### src/rtl/dispense_scheduler_if.sv
// Bundle of panel-side request lines and scheduler-side service outputs.
// With DISPENSE_STATS_EN defined, the bundle also carries the vend_count statistic.
interface dispense_scheduler_if;
   logic [3:0] req;
   logic [7:0] req_change;
   logic [3:0] grant;
   logic       motor_on;
   logic       coin_out;
   logic [3:0] done;
   logic       busy;
`ifdef DISPENSE_STATS_EN
   logic [7:0] vend_count;

   modport master (output req, req_change,
                   input  grant, motor_on, coin_out, done, busy, vend_count);
   modport slave  (input  req, req_change,
                   output grant, motor_on, coin_out, done, busy, vend_count);
`else
   modport master (output req, req_change,
                   input  grant, motor_on, coin_out, done, busy);
   modport slave  (input  req, req_change,
                   output grant, motor_on, coin_out, done, busy);
`endif
endinterface

### src/rtl/dispense_scheduler.sv
// Round-robin scheduler sharing one dispense motor and coin-return unit among four panels.
// Optional feature macro DISPENSE_STATS_EN adds a saturating 8-bit vend counter.
module dispense_scheduler #(
   parameter int MOTOR_CYCLES = 8,
   parameter int N_REQ        = 4
) (
   input  logic clk,
   input  logic reset,
   dispense_scheduler_if.slave bus
);

   typedef enum logic [1:0] {IDLE, VEND, CHANGE, DONE} state_t;

   localparam logic [7:0] TIMER_LOAD = 8'(MOTOR_CYCLES - 1);

   state_t     state_q, state_d;
   logic [3:0] grant_q, grant_d;
   logic       motor_q, motor_d;
   logic       coin_q, coin_d;
   logic [3:0] done_q, done_d;
   logic [7:0] timer_q, timer_d;
   logic [1:0] coins_q, coins_d;
   logic [1:0] last_q, last_d;
   logic [1:0] cur_q, cur_d;

   logic [1:0] winner;
   logic [1:0] cand;
   logic       found;

   // NOTE: every signal assigned in always_comb gets a default first, so no path can infer a latch.
   always_comb begin
      winner = last_q + 2'd1;
      cand   = last_q;
      found  = 1'b0;
      // Search starts just past the most recently served panel.
      for (int k = 1; k <= N_REQ; k++) begin
         cand = last_q + 2'(k);
         if (!found && bus.req[cand]) begin
            winner = cand;
            found  = 1'b1;
         end
      end
   end

   always_comb begin
      state_d = state_q;
      grant_d = grant_q;
      motor_d = motor_q;
      coin_d  = coin_q;
      done_d  = '0;
      timer_d = timer_q;
      coins_d = coins_q;
      last_d  = last_q;
      cur_d   = cur_q;

      case (state_q)
         IDLE: begin
            grant_d = '0;
            motor_d = 1'b0;
            coin_d  = 1'b0;
            if (found) begin
               grant_d = 4'b0001 << winner;
               motor_d = 1'b1;
               coins_d = bus.req_change[{winner, 1'b0} +: 2];
               timer_d = TIMER_LOAD;
               cur_d   = winner;
               state_d = VEND;
            end
         end
         VEND: begin
            if (timer_q == 8'd0) begin
               motor_d = 1'b0;
               if (coins_q != 2'd0) begin
                  coin_d  = 1'b1;
                  state_d = CHANGE;
               end else begin
                  done_d  = grant_q;
                  state_d = DONE;
               end
            end else begin
               timer_d = timer_q - 8'd1;
            end
         end
         CHANGE: begin
            // A high cycle spends a coin; the following low cycle decides whether more remain.
            if (coin_q) begin
               coin_d  = 1'b0;
               coins_d = coins_q - 2'd1;
            end else if (coins_q == 2'd0) begin
               done_d  = grant_q;
               state_d = DONE;
            end else begin
               coin_d = 1'b1;
            end
         end
         DONE: begin
            grant_d = '0;
            last_d  = cur_q;
            state_d = IDLE;
         end
         default: begin
            grant_d = '0;
            motor_d = 1'b0;
            coin_d  = 1'b0;
            state_d = IDLE;
         end
      endcase
   end

   // NOTE: sequential state uses non-blocking assignments so all registers update together at the edge.
   always_ff @(posedge clk or posedge reset) begin
      if (reset) begin
         state_q <= IDLE;
         grant_q <= '0;
         motor_q <= 1'b0;
         coin_q  <= 1'b0;
         done_q  <= '0;
         timer_q <= '0;
         coins_q <= '0;
         last_q  <= 2'd3;
         cur_q   <= '0;
      end else begin
         state_q <= state_d;
         grant_q <= grant_d;
         motor_q <= motor_d;
         coin_q  <= coin_d;
         done_q  <= done_d;
         timer_q <= timer_d;
         coins_q <= coins_d;
         last_q  <= last_d;
         cur_q   <= cur_d;
      end
   end

   assign bus.grant    = grant_q;
   assign bus.motor_on = motor_q;
   assign bus.coin_out = coin_q;
   assign bus.done     = done_q;
   assign bus.busy     = (state_q != IDLE);

`ifdef DISPENSE_STATS_EN
   logic [7:0] vend_q;

   always_ff @(posedge clk or posedge reset) begin
      if (reset) begin
         vend_q <= '0;
      end else if (state_q == DONE && vend_q != 8'hFF) begin
         vend_q <= vend_q + 8'd1;
      end
   end

   assign bus.vend_count = vend_q;
`endif

endmodule

### src/flat_wrapper.sv
// flat-port wrapper written by rule: the top's interface ports become plain ports
module dispense_scheduler_flat 
#(
   parameter int MOTOR_CYCLES = 8,
   parameter int N_REQ        = 4
)
  (clk, reset, bus_req, bus_req_change, bus_grant, bus_motor_on, bus_coin_out, bus_done, bus_busy);
  dispense_scheduler_if bus_i ();
  input  logic clk;
  input  logic reset;
  input wire logic [$bits(bus_i.req)-1:0] bus_req;
  input wire logic [$bits(bus_i.req_change)-1:0] bus_req_change;
  output wire logic [$bits(bus_i.grant)-1:0] bus_grant;
  output wire logic [$bits(bus_i.motor_on)-1:0] bus_motor_on;
  output wire logic [$bits(bus_i.coin_out)-1:0] bus_coin_out;
  output wire logic [$bits(bus_i.done)-1:0] bus_done;
  output wire logic [$bits(bus_i.busy)-1:0] bus_busy;
  assign bus_i.req = bus_req;
  assign bus_i.req_change = bus_req_change;
  assign bus_grant = bus_i.grant;
  assign bus_motor_on = bus_i.motor_on;
  assign bus_coin_out = bus_i.coin_out;
  assign bus_done = bus_i.done;
  assign bus_busy = bus_i.busy;
  dispense_scheduler #(.MOTOR_CYCLES(MOTOR_CYCLES), .N_REQ(N_REQ)) u_core (.clk(clk), .reset(reset), .bus(bus_i));
endmodule
### config.mk
export PLATFORM = sky130hd
export DESIGN_NAME = dispense_scheduler_flat
export DESIGN_NICKNAME = d
export VERILOG_FILES = /design/src/rtl/dispense_scheduler_if.sv /design/src/rtl/dispense_scheduler.sv /design/src/flat_wrapper.sv
export SDC_FILE = /design/constraint.sdc
export NUM_CORES = 1
export LEC_CHECK = 0
export BUFFER_PORTS_ARGS = -buffer_cell sky130_fd_sc_hd__buf_2
export CORE_MARGIN = 1.5
export CORE_UTILIZATION = 40
export CTS_CLUSTER_SIZE = 24
export DETAILED_ROUTE_END_ITERATION = 12
export GPL_TIMING_DRIVEN = 0
export PLACE_DENSITY = 0.59
export SYNTH_ARGS = -nofsm -noshare
export SYNTH_HDL_FRONTEND = slang
export SYNTH_SLANG_ARGS = --single-unit
### constraint.sdc
create_clock -name clk -period 1.79 [get_ports clk]
set_clock_uncertainty 0.15 [all_clocks]
set_input_delay 0.358 -clock clk [delete_from_list [all_inputs] [get_ports clk]]
set_output_delay 0.358 -clock clk [all_outputs]
set_load 0.02 [all_outputs]
==> flow_metrics.py <==
metrics = {
    "outcome": {
        "outcome": "finished with violations",
        "violations": "setup timing",
    },
    "setup_path": {
        "critical_path_peak_fanout": 6,
        "cp_cell_sequence": "buf_4 > ha_2 > or3_4 > a2111oi_4 > nor4_1",
        "critPathLaunchType": "flop",
        "worstPathRequired_ps": 1800,
        "critPathCaptureType": "flop",
        "cp.arrival_ps": 1890,
        "slowest_stage": "dfrtp_1",
        "criticalPathCategory": "flop to flop",
        "max_stage_delay_ps": 420,
    },
    "synthesis": {
        "async_flop_share_pct": 100.0,
        "synth_area_mm2": 0.001558,
        "ys_ff_latch": 26,
        "synth_edf_count": 0,
        "syn-num-nets": 188,
        "synth_flop_cell": "dfrtp_1",
        "synth.distinct_cells": 45,
        "synthCells": 166,
        "synth.avg_cell_area_um2": 9.384,
        "yosysWarnings": 0,
        "yosysSeqAreaShare_pct": 41.93,
    },
    "die": {
        "die_height_um": 65.41,
        "core_mm2": 0.003689,
        "ioPinCount": 25,
        "start_util_pct": 42.23,
        "die_w_um": 65.41,
        "dieArea_mm2": 0.004278,
        "rows": 22,
    },
    "clock_tree": {
        "clockRootBuffer": "clkbuf_8",
        "cts_tree": "yes",
        "clkLatencyLatePin_ps": 280,
        "cts.path.max_buffers": 2,
        "hold_buffers": 0,
        "h-tree-depth": 1,
        "clkTransAtPathRegs_ps": 100,
        "cts_sinks": 26,
        "cts_buffers": 3,
    },
    "cells_and_area": {
        "multi_input_area_um2": 978.4,
        "fillers": 326,
        "final_util_pct": 57.60,
        "final_common_cell": "buf_2",
        "final_cell_mix": "24 x buf_2, 22 x dfrtp_1, 21 x buf_4",
        "drive_gt1_share_pct": 41.59,
        "nets": 237,
        "num_antenna_cells": 0,
        "syn2layout_area_growth_pct": 36.39,
        "fin_area_mm2": 0.002125,
        "regArea_um2": 655.6,
    },
    "timing": {
        "rsz0062_at_grt": "true",
        "period_minus_slack_ps": 1875,
        "whs_ps": 156.1,
        "slew_viol_final": 0,
        "post-route-period-util_pct": 104.8,
        "fmax_mhz": 533.2,
        "setup_violations": 16,
        "tightest_slew_ps": 1014,
        "hold_violations": 0,
        "slew_headroom_pct": 32.29,
        "fin_ws_ps": -85.45,
    },
    "detailed_routing": {
        "viasPerCell": 5.313,
        "vias": 1392,
        "post-route-drc-count": 0,
        "first_pass_iters": 4,
        "wl_mm": 3.841,
        "drtIter0Drc": 68,
        "ant_nets": 0,
        "wl_per_cell_um": 14.66,
    },
    "job": {
        "drv_cap": 0,
    },
    "pwr": {
        "power_density_mw_per_mm2": 1610,
        "power_leakage_nw": 0.9929,
        "finalPower_mw": 3.420,
        "ir_worst_vdd_uv": 1060,
    },
    "grt": {
        "grt_usage_pct": 18.61,
        "antenna_found_initial": 0,
        "grt_max_degree": 27,
        "grt_overflow": 0,
        "grt_pass1_wl_mm": 6.106,
        "grt_pass1_vias": 1314,
    },
    "placed_design": {
        "placed_area_mm2": 0.001778,
        "gp_congestion": 0.8538,
        "portBuffers": 24,
        "dp_hpwl_mm": 2.570,
    },
    "hold_path": {
        "hp-class": "input port to asynchronous set/reset pin",
    },
}
==> path summary, 6_finish.rpt <==
| kind | startpoint | endpoint | cells after the start | slack, ps |
|---|---|---|---|---|
| min in group clk | bus_req_change[4] | u_core.coins_q[0] | 4 | 330 |
| setup reg to reg | u_core.state_q[1] | u_core.coins_q[1] | 5 | -90 |
| hold reg to reg | u_core.cur_q[0] | u_core.cur_q[0] | 2 | 340 |
| hold / removal | reset | u_core.timer_q[1] | 2 | 160 |
| max in group asynchronous | reset | u_core.timer_q[4] | 2 | 660 |
| setup / recovery | u_core.state_q[1] | u_core.coins_q[1] | 5 | -90 |
==> sequential cells by signal (all words and copies together), names as in the netlist <==
name / flops
u_core.bus.coin_out: 1
u_core.cur_q: 2
u_core.coins_q: 2
u_core.bus.done: 4
u_core.state_q: 2
u_core.bus.grant: 4
u_core.bus.motor_on: 1
u_core.last_q: 2
u_core.timer_q: 8
==> cells by family (layout without fill, tap and decap cells) <==
family | count (synthesis) | after routing | share of synthesized area [%]
compound gates | 44 | 44 | 19.20
xor+xnor | 7 | 7 | 3.936
fa+ha+maj | 8 | 8 | 6.426
buf+inv | 18 | 66 | 4.578
flops | 26 | 26 | 41.93
mux | 3 | 3 | 2.088
simple gates | 60 | 60 | 21.85
==> area by class of cell <==
| cell class | instances | share of cell area [%] |
|---|---|---|
| well taps | 48 | 2.827 |
| plain buffers | 2 | 0.7067 |
| inverters | 15 | 2.768 |
| multi-input cells | 122 | 46.05 |
| clock buffers | 3 | 1.943 |
| flip-flops and latches | 26 | 30.86 |
| clock inverters | 1 | 1.413 |
| repair buffers | 45 | 13.43 |
==> per-layer routing <==
layer	up-vias	global-route usage, %	routed length (um)
met4	0	3.646	32
met3	6	4.452	156
met2	27	30.74	1930
met1	673	24.97	1721
met5	-	0	0
li1	686	-	-
==> critical path: cells and delay by family, from the launching register on <==
kind	cells	cell delay, ps
flops	1	420
buf+inv	1	150
simple gates	2	520
compound gates	1	320
fa+ha+maj	1	200
==> where the power goes <==
part / leakage, nW / switching [mW] / internal (mW)
clock: 0.0357 / 0.200 / 0.300
sequential: 0.322 / 0.151 / 0.780
combinational: 0.636 / 1.06 / 0.926
==> cells in the mapped netlist (2+ instances only) <==
library cell,n,area share [%]
nor4_4,2,2.7
clkbuf_1,2,0.48
o21ai_0,12,3.9
dfrtp_1,24,39
nand3_1,5,1.6
a21oi_1,6,1.9
o21a_1,2,0.96
and3_1,5,2.0
a31oi_1,3,1.2
a21o_1,2,0.96
nand2_1,11,2.7
nor3b_1,2,0.96
or3_1,2,0.80
nor3_1,2,0.64
nand2b_1,5,2.0
xor2_1,6,3.4
ha_1,8,6.4
a2111oi_2,2,1.9
and2_1,3,1.2
nand4_1,4,1.6
o211ai_1,2,0.96
inv_1,14,3.4
dfstp_2,2,3.4
nor2_1,15,3.6
o22ai_1,4,1.6
o21bai_1,2,0.96
==> per-stage QoR <==
| step | TNS, ps | worst slack (ps) | std cells |
|---|---|---|---|
| floorplan | -0.1584 | -0.1584 | 166 |
| global placement | -1875 | -239.1 | 238 |
| detailed placement | -2357 | -288.7 | 238 |
| CTS | -193.5 | -80.71 | 257 |
| global route | -1502 | -169.1 | 262 |
| finish | -550.7 | -85.45 | 262 |
==> timing repair <==
item	in CTS	in global routing
endpoints found under the hold margin	0	0
endpoints found under the setup margin	16	18
buffers inserted	15	6
pin swaps	9	14
cloned	0	0
resized for setup	12	17
Power figures use the tool's default switching activity.
